### src/rtl/contrast_stretch_if.sv
// Pixel stream interface for contrast_stretch: min/max start request,
// input pixel stream and stretched output stream with framing.
interface contrast_stretch_if #(
    parameter int DATA_WIDTH = 8
);
    logic                  start_i_cs;
    logic [DATA_WIDTH-1:0] min_i_cs;
    logic [DATA_WIDTH-1:0] max_i_cs;
    logic                  en_i_cs;
    logic [DATA_WIDTH-1:0] data_i_cs;
    logic                  last_i_cs;
    logic                  ready_o_cs;
    logic                  valid_o_cs;
    logic [DATA_WIDTH-1:0] data_o_cs;
    logic                  last_o_cs;
    logic                  done_o_cs;
    logic                  busy_o_cs;

    modport master (
        output start_i_cs, min_i_cs, max_i_cs,
        output en_i_cs, data_i_cs, last_i_cs,
        input  ready_o_cs, valid_o_cs, data_o_cs,
        input  last_o_cs, done_o_cs, busy_o_cs
    );

    modport slave (
        input  start_i_cs, min_i_cs, max_i_cs,
        input  en_i_cs, data_i_cs, last_i_cs,
        output ready_o_cs, valid_o_cs, data_o_cs,
        output last_o_cs, done_o_cs, busy_o_cs
    );
endinterface

### src/rtl/contrast_stretch.sv
// Contrast stretch: serial-divider scale, then clamp/multiply pixel pipeline.
// CONTRAST_STRETCH_ROUND_EN selects round-half-up instead of truncation.
module contrast_stretch #(
    parameter int DATA_WIDTH = 8,
    parameter int FRAC_BITS  = 16,
    parameter int RAM_DEPTH  = 76800,
    parameter int ADDR_WIDTH = $clog2(RAM_DEPTH)
) (
    input logic               clk_i_cs,
    input logic               rstn_i_cs,
    contrast_stretch_if.slave cs
);
    localparam int QW = DATA_WIDTH + FRAC_BITS;
    localparam int PW = 2 * DATA_WIDTH + FRAC_BITS;
    localparam int CW = $clog2(QW + 1);
    localparam logic [QW-1:0] DIVIDEND =
        {{DATA_WIDTH{1'b1}}, {FRAC_BITS{1'b0}}};
    localparam logic [ADDR_WIDTH-1:0] LAST_IDX =
        ADDR_WIDTH'(RAM_DEPTH - 1);
    localparam logic [CW-1:0] DIV_END = CW'(QW);

    typedef enum logic [1:0] {IDLE, DIV, STREAM, DRAIN} state_t;

    state_t                state_q, state_d;
    logic [DATA_WIDTH-1:0] min_q, min_d;
    logic [DATA_WIDTH-1:0] max_q, max_d;
    logic [DATA_WIDTH-1:0] range_q, range_d;
    logic [DATA_WIDTH-1:0] rem_q, rem_d;
    logic                  bypass_q, bypass_d;
    logic [QW-1:0]         scale_q, scale_d;
    logic [CW-1:0]         div_cnt_q, div_cnt_d;
    logic [ADDR_WIDTH-1:0] pix_cnt_q, pix_cnt_d;
    logic                  s1_valid_q, s1_valid_d;
    logic                  s1_last_q, s1_last_d;
    logic [DATA_WIDTH-1:0] s1_diff_q, s1_diff_d;
    logic                  s2_valid_q, s2_valid_d;
    logic                  s2_last_q, s2_last_d;
    logic [PW-1:0]         s2_prod_q, s2_prod_d;
    logic                  ready_q, ready_d;
    logic                  valid_q, valid_d;
    logic                  last_q, last_d;
    logic                  done_q, done_d;
    logic                  busy_q, busy_d;
    logic [DATA_WIDTH-1:0] data_q, data_d;

    logic                  accept;
    logic                  frame_end;
    logic                  ge;
    logic [DATA_WIDTH:0]   rem_sh;
    logic [DATA_WIDTH-1:0] rem_nx;
    logic [DATA_WIDTH-1:0] clamp;
    logic [PW:0]           sum;
    logic [PW:0]           shr;
    logic [DATA_WIDTH-1:0] out_px;

    assign accept    = cs.en_i_cs && ready_q;
    assign frame_end = cs.last_i_cs || (pix_cnt_q == LAST_IDX);

    // Restoring divider: dividend shifts out of scale_q, quotient in.
    assign rem_sh = {rem_q, scale_q[QW-1]};
    assign ge     = rem_sh >= {1'b0, range_q};
    assign rem_nx = ge ? DATA_WIDTH'(rem_sh - {1'b0, range_q})
                       : rem_sh[DATA_WIDTH-1:0];

    always_comb begin
        if (bypass_q)
            clamp = cs.data_i_cs;
        else if (cs.data_i_cs < min_q)
            clamp = '0;
        else if (cs.data_i_cs > max_q)
            clamp = range_q;
        else
            clamp = cs.data_i_cs - min_q;
    end

`ifdef CONTRAST_STRETCH_ROUND_EN
    localparam logic [PW:0] HALF = (PW + 1)'(1) << (FRAC_BITS - 1);
    assign sum = {1'b0, s2_prod_q} + HALF;
`else
    assign sum = {1'b0, s2_prod_q};
`endif

    assign shr    = sum >> FRAC_BITS;
    assign out_px = (|shr[PW:DATA_WIDTH]) ? '1 : shr[DATA_WIDTH-1:0];

    always_comb begin
        state_d    = state_q;
        min_d      = min_q;
        max_d      = max_q;
        range_d    = range_q;
        rem_d      = rem_q;
        bypass_d   = bypass_q;
        scale_d    = scale_q;
        div_cnt_d  = div_cnt_q;
        pix_cnt_d  = pix_cnt_q;
        ready_d    = ready_q;
        busy_d     = busy_q;
        done_d     = 1'b0;
        s1_valid_d = accept;
        s1_last_d  = accept && frame_end;
        s1_diff_d  = accept ? clamp : s1_diff_q;
        s2_valid_d = s1_valid_q;
        s2_last_d  = s1_last_q;
        // Bypass rides the multiplier as an exact shift so latency matches.
        s2_prod_d  = bypass_q ? (PW'(s1_diff_q) << FRAC_BITS)
                              : PW'(s1_diff_q) * PW'(scale_q);
        valid_d    = s2_valid_q;
        last_d     = s2_last_q;
        data_d     = s2_valid_q ? out_px : data_q;

        unique case (state_q)
            IDLE: begin
                if (cs.start_i_cs) begin
                    min_d     = cs.min_i_cs;
                    max_d     = cs.max_i_cs;
                    bypass_d  = !(cs.max_i_cs > cs.min_i_cs);
                    range_d   = (cs.max_i_cs > cs.min_i_cs)
                                ? cs.max_i_cs - cs.min_i_cs
                                : DATA_WIDTH'(1);
                    scale_d   = DIVIDEND;
                    rem_d     = '0;
                    div_cnt_d = '0;
                    busy_d    = 1'b1;
                    state_d   = DIV;
                end
            end
            DIV: begin
                if (div_cnt_q == DIV_END) begin
                    pix_cnt_d = '0;
                    ready_d   = 1'b1;
                    state_d   = STREAM;
                end else begin
                    scale_d   = {scale_q[QW-2:0], ge};
                    rem_d     = rem_nx;
                    div_cnt_d = div_cnt_q + 1'b1;
                end
            end
            STREAM: begin
                if (accept) begin
                    pix_cnt_d = pix_cnt_q + 1'b1;
                    if (frame_end) begin
                        ready_d = 1'b0;
                        state_d = DRAIN;
                    end
                end
            end
            DRAIN: begin
                if (last_q) begin
                    done_d   = 1'b1;
                    busy_d   = 1'b0;
                    bypass_d = 1'b0;
                    state_d  = IDLE;
                end
            end
            default: state_d = IDLE;
        endcase
    end

    always_ff @(posedge clk_i_cs or negedge rstn_i_cs) begin
        if (!rstn_i_cs) begin
            state_q    <= IDLE;
            min_q      <= '0;
            max_q      <= '0;
            range_q    <= '0;
            rem_q      <= '0;
            bypass_q   <= 1'b0;
            scale_q    <= '0;
            div_cnt_q  <= '0;
            pix_cnt_q  <= '0;
            s1_valid_q <= 1'b0;
            s1_last_q  <= 1'b0;
            s1_diff_q  <= '0;
            s2_valid_q <= 1'b0;
            s2_last_q  <= 1'b0;
            s2_prod_q  <= '0;
            ready_q    <= 1'b0;
            valid_q    <= 1'b0;
            last_q     <= 1'b0;
            done_q     <= 1'b0;
            busy_q     <= 1'b0;
            data_q     <= '0;
        end else begin
            state_q    <= state_d;
            min_q      <= min_d;
            max_q      <= max_d;
            range_q    <= range_d;
            rem_q      <= rem_d;
            bypass_q   <= bypass_d;
            scale_q    <= scale_d;
            div_cnt_q  <= div_cnt_d;
            pix_cnt_q  <= pix_cnt_d;
            s1_valid_q <= s1_valid_d;
            s1_last_q  <= s1_last_d;
            s1_diff_q  <= s1_diff_d;
            s2_valid_q <= s2_valid_d;
            s2_last_q  <= s2_last_d;
            s2_prod_q  <= s2_prod_d;
            ready_q    <= ready_d;
            valid_q    <= valid_d;
            last_q     <= last_d;
            done_q     <= done_d;
            busy_q     <= busy_d;
            data_q     <= data_d;
        end
    end

    assign cs.ready_o_cs = ready_q;
    assign cs.valid_o_cs = valid_q;
    assign cs.data_o_cs  = data_q;
    assign cs.last_o_cs  = last_q;
    assign cs.done_o_cs  = done_q;
    assign cs.busy_o_cs  = busy_q;
endmodule
### src/flat_wrapper.sv
// flat-port wrapper written by rule: the top's interface ports become plain ports
module contrast_stretch_flat 
#(
    parameter int DATA_WIDTH = 8,
    parameter int FRAC_BITS  = 16,
    parameter int RAM_DEPTH  = 76800,
    parameter int ADDR_WIDTH = $clog2(RAM_DEPTH)
)
  (clk_i_cs, rstn_i_cs, cs_start_i_cs, cs_min_i_cs, cs_max_i_cs, cs_en_i_cs, cs_data_i_cs, cs_last_i_cs, cs_ready_o_cs, cs_valid_o_cs, cs_data_o_cs, cs_last_o_cs, cs_done_o_cs, cs_busy_o_cs);
  contrast_stretch_if #(.DATA_WIDTH(DATA_WIDTH)) cs_i ();
  input logic clk_i_cs;
  input logic rstn_i_cs;
  input wire logic [$bits(cs_i.start_i_cs)-1:0] cs_start_i_cs;
  input wire logic [$bits(cs_i.min_i_cs)-1:0] cs_min_i_cs;
  input wire logic [$bits(cs_i.max_i_cs)-1:0] cs_max_i_cs;
  input wire logic [$bits(cs_i.en_i_cs)-1:0] cs_en_i_cs;
  input wire logic [$bits(cs_i.data_i_cs)-1:0] cs_data_i_cs;
  input wire logic [$bits(cs_i.last_i_cs)-1:0] cs_last_i_cs;
  output wire logic [$bits(cs_i.ready_o_cs)-1:0] cs_ready_o_cs;
  output wire logic [$bits(cs_i.valid_o_cs)-1:0] cs_valid_o_cs;
  output wire logic [$bits(cs_i.data_o_cs)-1:0] cs_data_o_cs;
  output wire logic [$bits(cs_i.last_o_cs)-1:0] cs_last_o_cs;
  output wire logic [$bits(cs_i.done_o_cs)-1:0] cs_done_o_cs;
  output wire logic [$bits(cs_i.busy_o_cs)-1:0] cs_busy_o_cs;
  assign cs_i.start_i_cs = cs_start_i_cs;
  assign cs_i.min_i_cs = cs_min_i_cs;
  assign cs_i.max_i_cs = cs_max_i_cs;
  assign cs_i.en_i_cs = cs_en_i_cs;
  assign cs_i.data_i_cs = cs_data_i_cs;
  assign cs_i.last_i_cs = cs_last_i_cs;
  assign cs_ready_o_cs = cs_i.ready_o_cs;
  assign cs_valid_o_cs = cs_i.valid_o_cs;
  assign cs_data_o_cs = cs_i.data_o_cs;
  assign cs_last_o_cs = cs_i.last_o_cs;
  assign cs_done_o_cs = cs_i.done_o_cs;
  assign cs_busy_o_cs = cs_i.busy_o_cs;
  contrast_stretch #(.DATA_WIDTH(DATA_WIDTH), .FRAC_BITS(FRAC_BITS), .RAM_DEPTH(RAM_DEPTH), .ADDR_WIDTH(ADDR_WIDTH)) u_core (.clk_i_cs(clk_i_cs), .rstn_i_cs(rstn_i_cs), .cs(cs_i));
endmodule
### config.mk
export PLATFORM = sky130hd
export DESIGN_NAME = contrast_stretch_flat
export DESIGN_NICKNAME = d
export VERILOG_FILES = /design/src/rtl/contrast_stretch_if.sv /design/src/rtl/contrast_stretch.sv /design/src/flat_wrapper.sv
export SDC_FILE = /design/constraint.sdc
export NUM_CORES = 1
export LEC_CHECK = 0
export CELL_PAD_IN_SITES_DETAIL_PLACEMENT = 0
export CELL_PAD_IN_SITES_GLOBAL_PLACEMENT = 1
export CORE_ASPECT_RATIO = 0.6
export CORE_MARGIN = 2
export CORE_UTILIZATION = 53
export DETAILED_ROUTE_END_ITERATION = 8
export PLACE_DENSITY = 0.89
export SETUP_SLACK_MARGIN = 0.5
export SKIP_CTS_REPAIR_TIMING = 1
export SYNTH_ARGS = -nofsm -noshare
export SYNTH_HDL_FRONTEND = slang
export SYNTH_SLANG_ARGS = --single-unit
### constraint.sdc
create_clock -name clk_i_cs -period 12 [get_ports clk_i_cs]
set_clock_uncertainty 0.05 [all_clocks]
set_input_delay 1.2 -clock clk_i_cs [delete_from_list [all_inputs] [get_ports clk_i_cs]]
set_output_delay 1.2 -clock clk_i_cs [all_outputs]
set_load 0.02 [all_outputs]
==> flow_summary.json <==
{
  "rr_endpoint": "u_core.s2_prod_q[30]",
  "synth_cells": 1340,
  "async_flop_share": 1.00,
  "cp_cell_sequence": "and2_1 -> fa_1 -> fa_1 -> fa_1 -> inv_1 -> fa_1 -> inv_1 -> ha_1 -> nand2_1 -> nor4_1 -> o21ai_1 -> nand3_2 -> a21oi_1 -> o2111a_1 -> a2111oi_2",
  "min_period_over_period": 0.467,
  "die_w_um": 200,
  "critPathSlowestCell": "dfrtp_1",
  "syn-mean-instance-area_um2": 9.14,
  "required_ns": 12.28,
  "worstRegToRegCells": 15,
  "clock.fmax_mhz": 178,
  "final_common_cell": "inv_1",
  "antenna_found_initial": 0,
  "setup_tns_ns": 0,
  "clk_pin_slew_ns": 0.06,
  "grt_pass1_vias": 9114,
  "drive_above_1_share": 0.0399,
  "status": "finished, final reports clean",
  "ys_seq_elements": 122,
  "cts_made_buffers": 17,
  "ys_types": 70,
  "coreArea_um2": 22900,
  "grt_usage": 0.250,
  "place.detailed.hpwl_um": 21900,
  "drcViolationCount": 0,
  "synthesis.area_um2": 12300,
  "worstPathArrival_ns": 5.89,
  "place.gp.congestion": 0.934,
  "finalCriticalPeriod_ns": 5.60,
  "portBuffers": 41,
  "critPathBufInv": 2,
  "vias": 9378,
  "synth_edf_count": 0,
  "ys.flop_type": "dfrtp_1",
  "drt-total-wl_um": 28800,
  "post_drt_via_cell_ratio": 5.62,
  "fin_nets": 1593,
  "worstSetupPathType": "flop to flop",
  "setup_violations": 0,
  "wl_per_cell_um": 17.2,
  "worstMarginPinSlew_ns": 1.22,
  "end_kind": "flop",
  "cp_common_cell": "fa_1",
  "seq_area_frac_synth": 0.249,
  "clk_latency_ns": 0.44,
  "crit_path_max_incr_delay_ns": 0.98,
  "syn_to_final_growth_pct": 9.32,
  "layout_common_cells": "198 x inv_1, 146 x and2_1, 134 x fa_1",
  "crit_fanout": 26,
  "rsz0062_at_grt": "no",
  "rows": 43,
  "whs_path_depth": 0,
  "startpoint_type": "flop",
  "hold_end": "u_core.last_d",
  "yosys_warnings": 0,
  "crit_family": "adder cells",
  "max-cap-violations": 0,
  "clock-root-buffer": "clkbuf_16",
  "ios": 42,
  "cts_tree": "yes",
  "num_antenna_cells": 0,
  "cts_buffer_depth": 2,
  "antenna_left": 0,
  "grt_max_degree": 70,
  "hold_viol_final": 0,
  "min_from": "u_core.s1_last_q",
  "grt_pass1_wl_um": 48000,
  "clkSinkCount": 122,
  "rrSetupSlack_ns": 6.40,
  "dieArea_um2": 24400,
  "hp-class": "flop to flop",
  "cts-htree-levels": 4,
  "dr.pass1.iters": 5,
  "drv_slew": 0,
  "synthesis.nets": 1591,
  "reg2reg_from": "u_core.s1_diff_q[6]",
  "initial_utilization": 0.535,
  "drt_iter0_drc": 836,
  "slew_headroom": 0.179,
  "die_h_um": 122,
  "grt.overflow.total": 0
}
[cell families after synthesis]
logic type	share of synthesized area
AOI/OAI and AO/OA	0.147
buffers and inverters	0.0800
DFF	0.249
muxes	0.0114
xor gates and xnor gates	0.0214
and+or+nand+nor	0.182
adders and majority gates	0.309
[per-stage QoR]
stage	util	hold WS [ns]	setup slack [ns]	instances	area (µm²)
finish	0.584	0.299	6.40	1670	13400
global route	0.584	0.308	6.11	1670	13400
CTS	0.584	0.302	6.45	1670	13400
detailed placement	0.560	0.288	6.49	1638	12800
global placement	0.560	0.284	6.48	1638	12800
floorplan	-	0.281	7.30	1340	12300
[synth_stat cells, drive strengths merged, types with 2 or more instances]
cell type	count	area (µm²)
xnor2	14	123
o21bai	5	37.5
a32o	2	20.0
mux2	8	90.1
fa	134	2680
o31ai	9	95.1
or3	3	18.8
a21boi	3	22.5
and2	146	913
nand2b	10	62.6
nor4	3	25.0
nand3	30	155
o31a	3	26.3
a22oi	2	15.0
o21ai	67	335
a21o	18	135
o311ai	6	52.6
dfrtp	122	3050
nand4	15	93.8
clkbuf	53	199
nand4b	3	26.3
a22o	26	228
ha	88	1100
nor3	20	100
mux2i	5	50.1
buf	8	37.5
o22a	16	140
nor2b	12	75.1
a21oi	49	245
a211o	2	17.5
o22ai	14	93.8
a31oi	5	37.5
xor2	16	140
o21a	13	105
and3	9	56.3
nand2	129	484
inv	198	743
nor2	53	199
o211ai	3	27.5
[cell type report]
cell class / count / area [µm²]
clock buffer: 20 / 437
multi-input combinational: 959 / 8220
timing repair buffer: 44 / 430
inverter: 198 / 743
fill: 2065 / 9530
clock inverter: 12 / 118
sequential: 122 / 3050
tap: 315 / 394
[state kept, by name (all words and copies together) (netlist names), 5 cells and up]
name and count:
u_core.rem_q 8, u_core.range_q 8, u_core.scale_q 24, u_core.s2_prod_q 16
u_core.min_q 8, u_core.div_cnt_q 5, u_core.s1_diff_q 8, u_core.pix_cnt_q 17
u_core.cs.data_o_cs 8, u_core.max_q 8
[worst register-to-register path, cell delays in order, from the launching register on]
cell and delay, ns:
dfrtp_1 0.98, and2_1 0.27, fa_1 0.45, fa_1 0.52, fa_1 0.54, inv_1 0.05, fa_1 0.53, inv_1 0.04
ha_1 0.41, nand2_1 0.19, nor4_1 0.42, o21ai_1 0.20, nand3_2 0.18, a21oi_1 0.14, o2111a_1 0.27, a2111oi_2 0.26
[worst max-delay path by stage]
stage	start	end	slack, ns	cells after the start
final	u_core.s1_diff_q[6]	u_core.s2_prod_q[30]	6.40	15
after CTS	u_core.s1_diff_q[6]	u_core.s2_prod_q[30]	6.45	15
after detailed placement	u_core.s1_diff_q[6]	u_core.s2_prod_q[30]	6.49	15
after global placement	u_core.s1_diff_q[6]	u_core.s2_prod_q[23]	6.48	15
after global routing	u_core.s1_diff_q[6]	u_core.s2_prod_q[30]	6.11	15
after floorplan	u_core.s1_diff_q[7]	u_core.s2_prod_q[29]	7.30	16
[per-layer routing]
layer	GRT usage	share of wire	vias to the layer above
met2	0.349	0.42	288
met4	0.0458	0.0093	0
met1	0.393	0.50	4663
met5	0	0	-
met3	0.0615	0.070	27
li1	-	-	4400
Power is not shown: default switching activity piles up to over one toggle a cycle in this logic, so the estimate is an artifact.
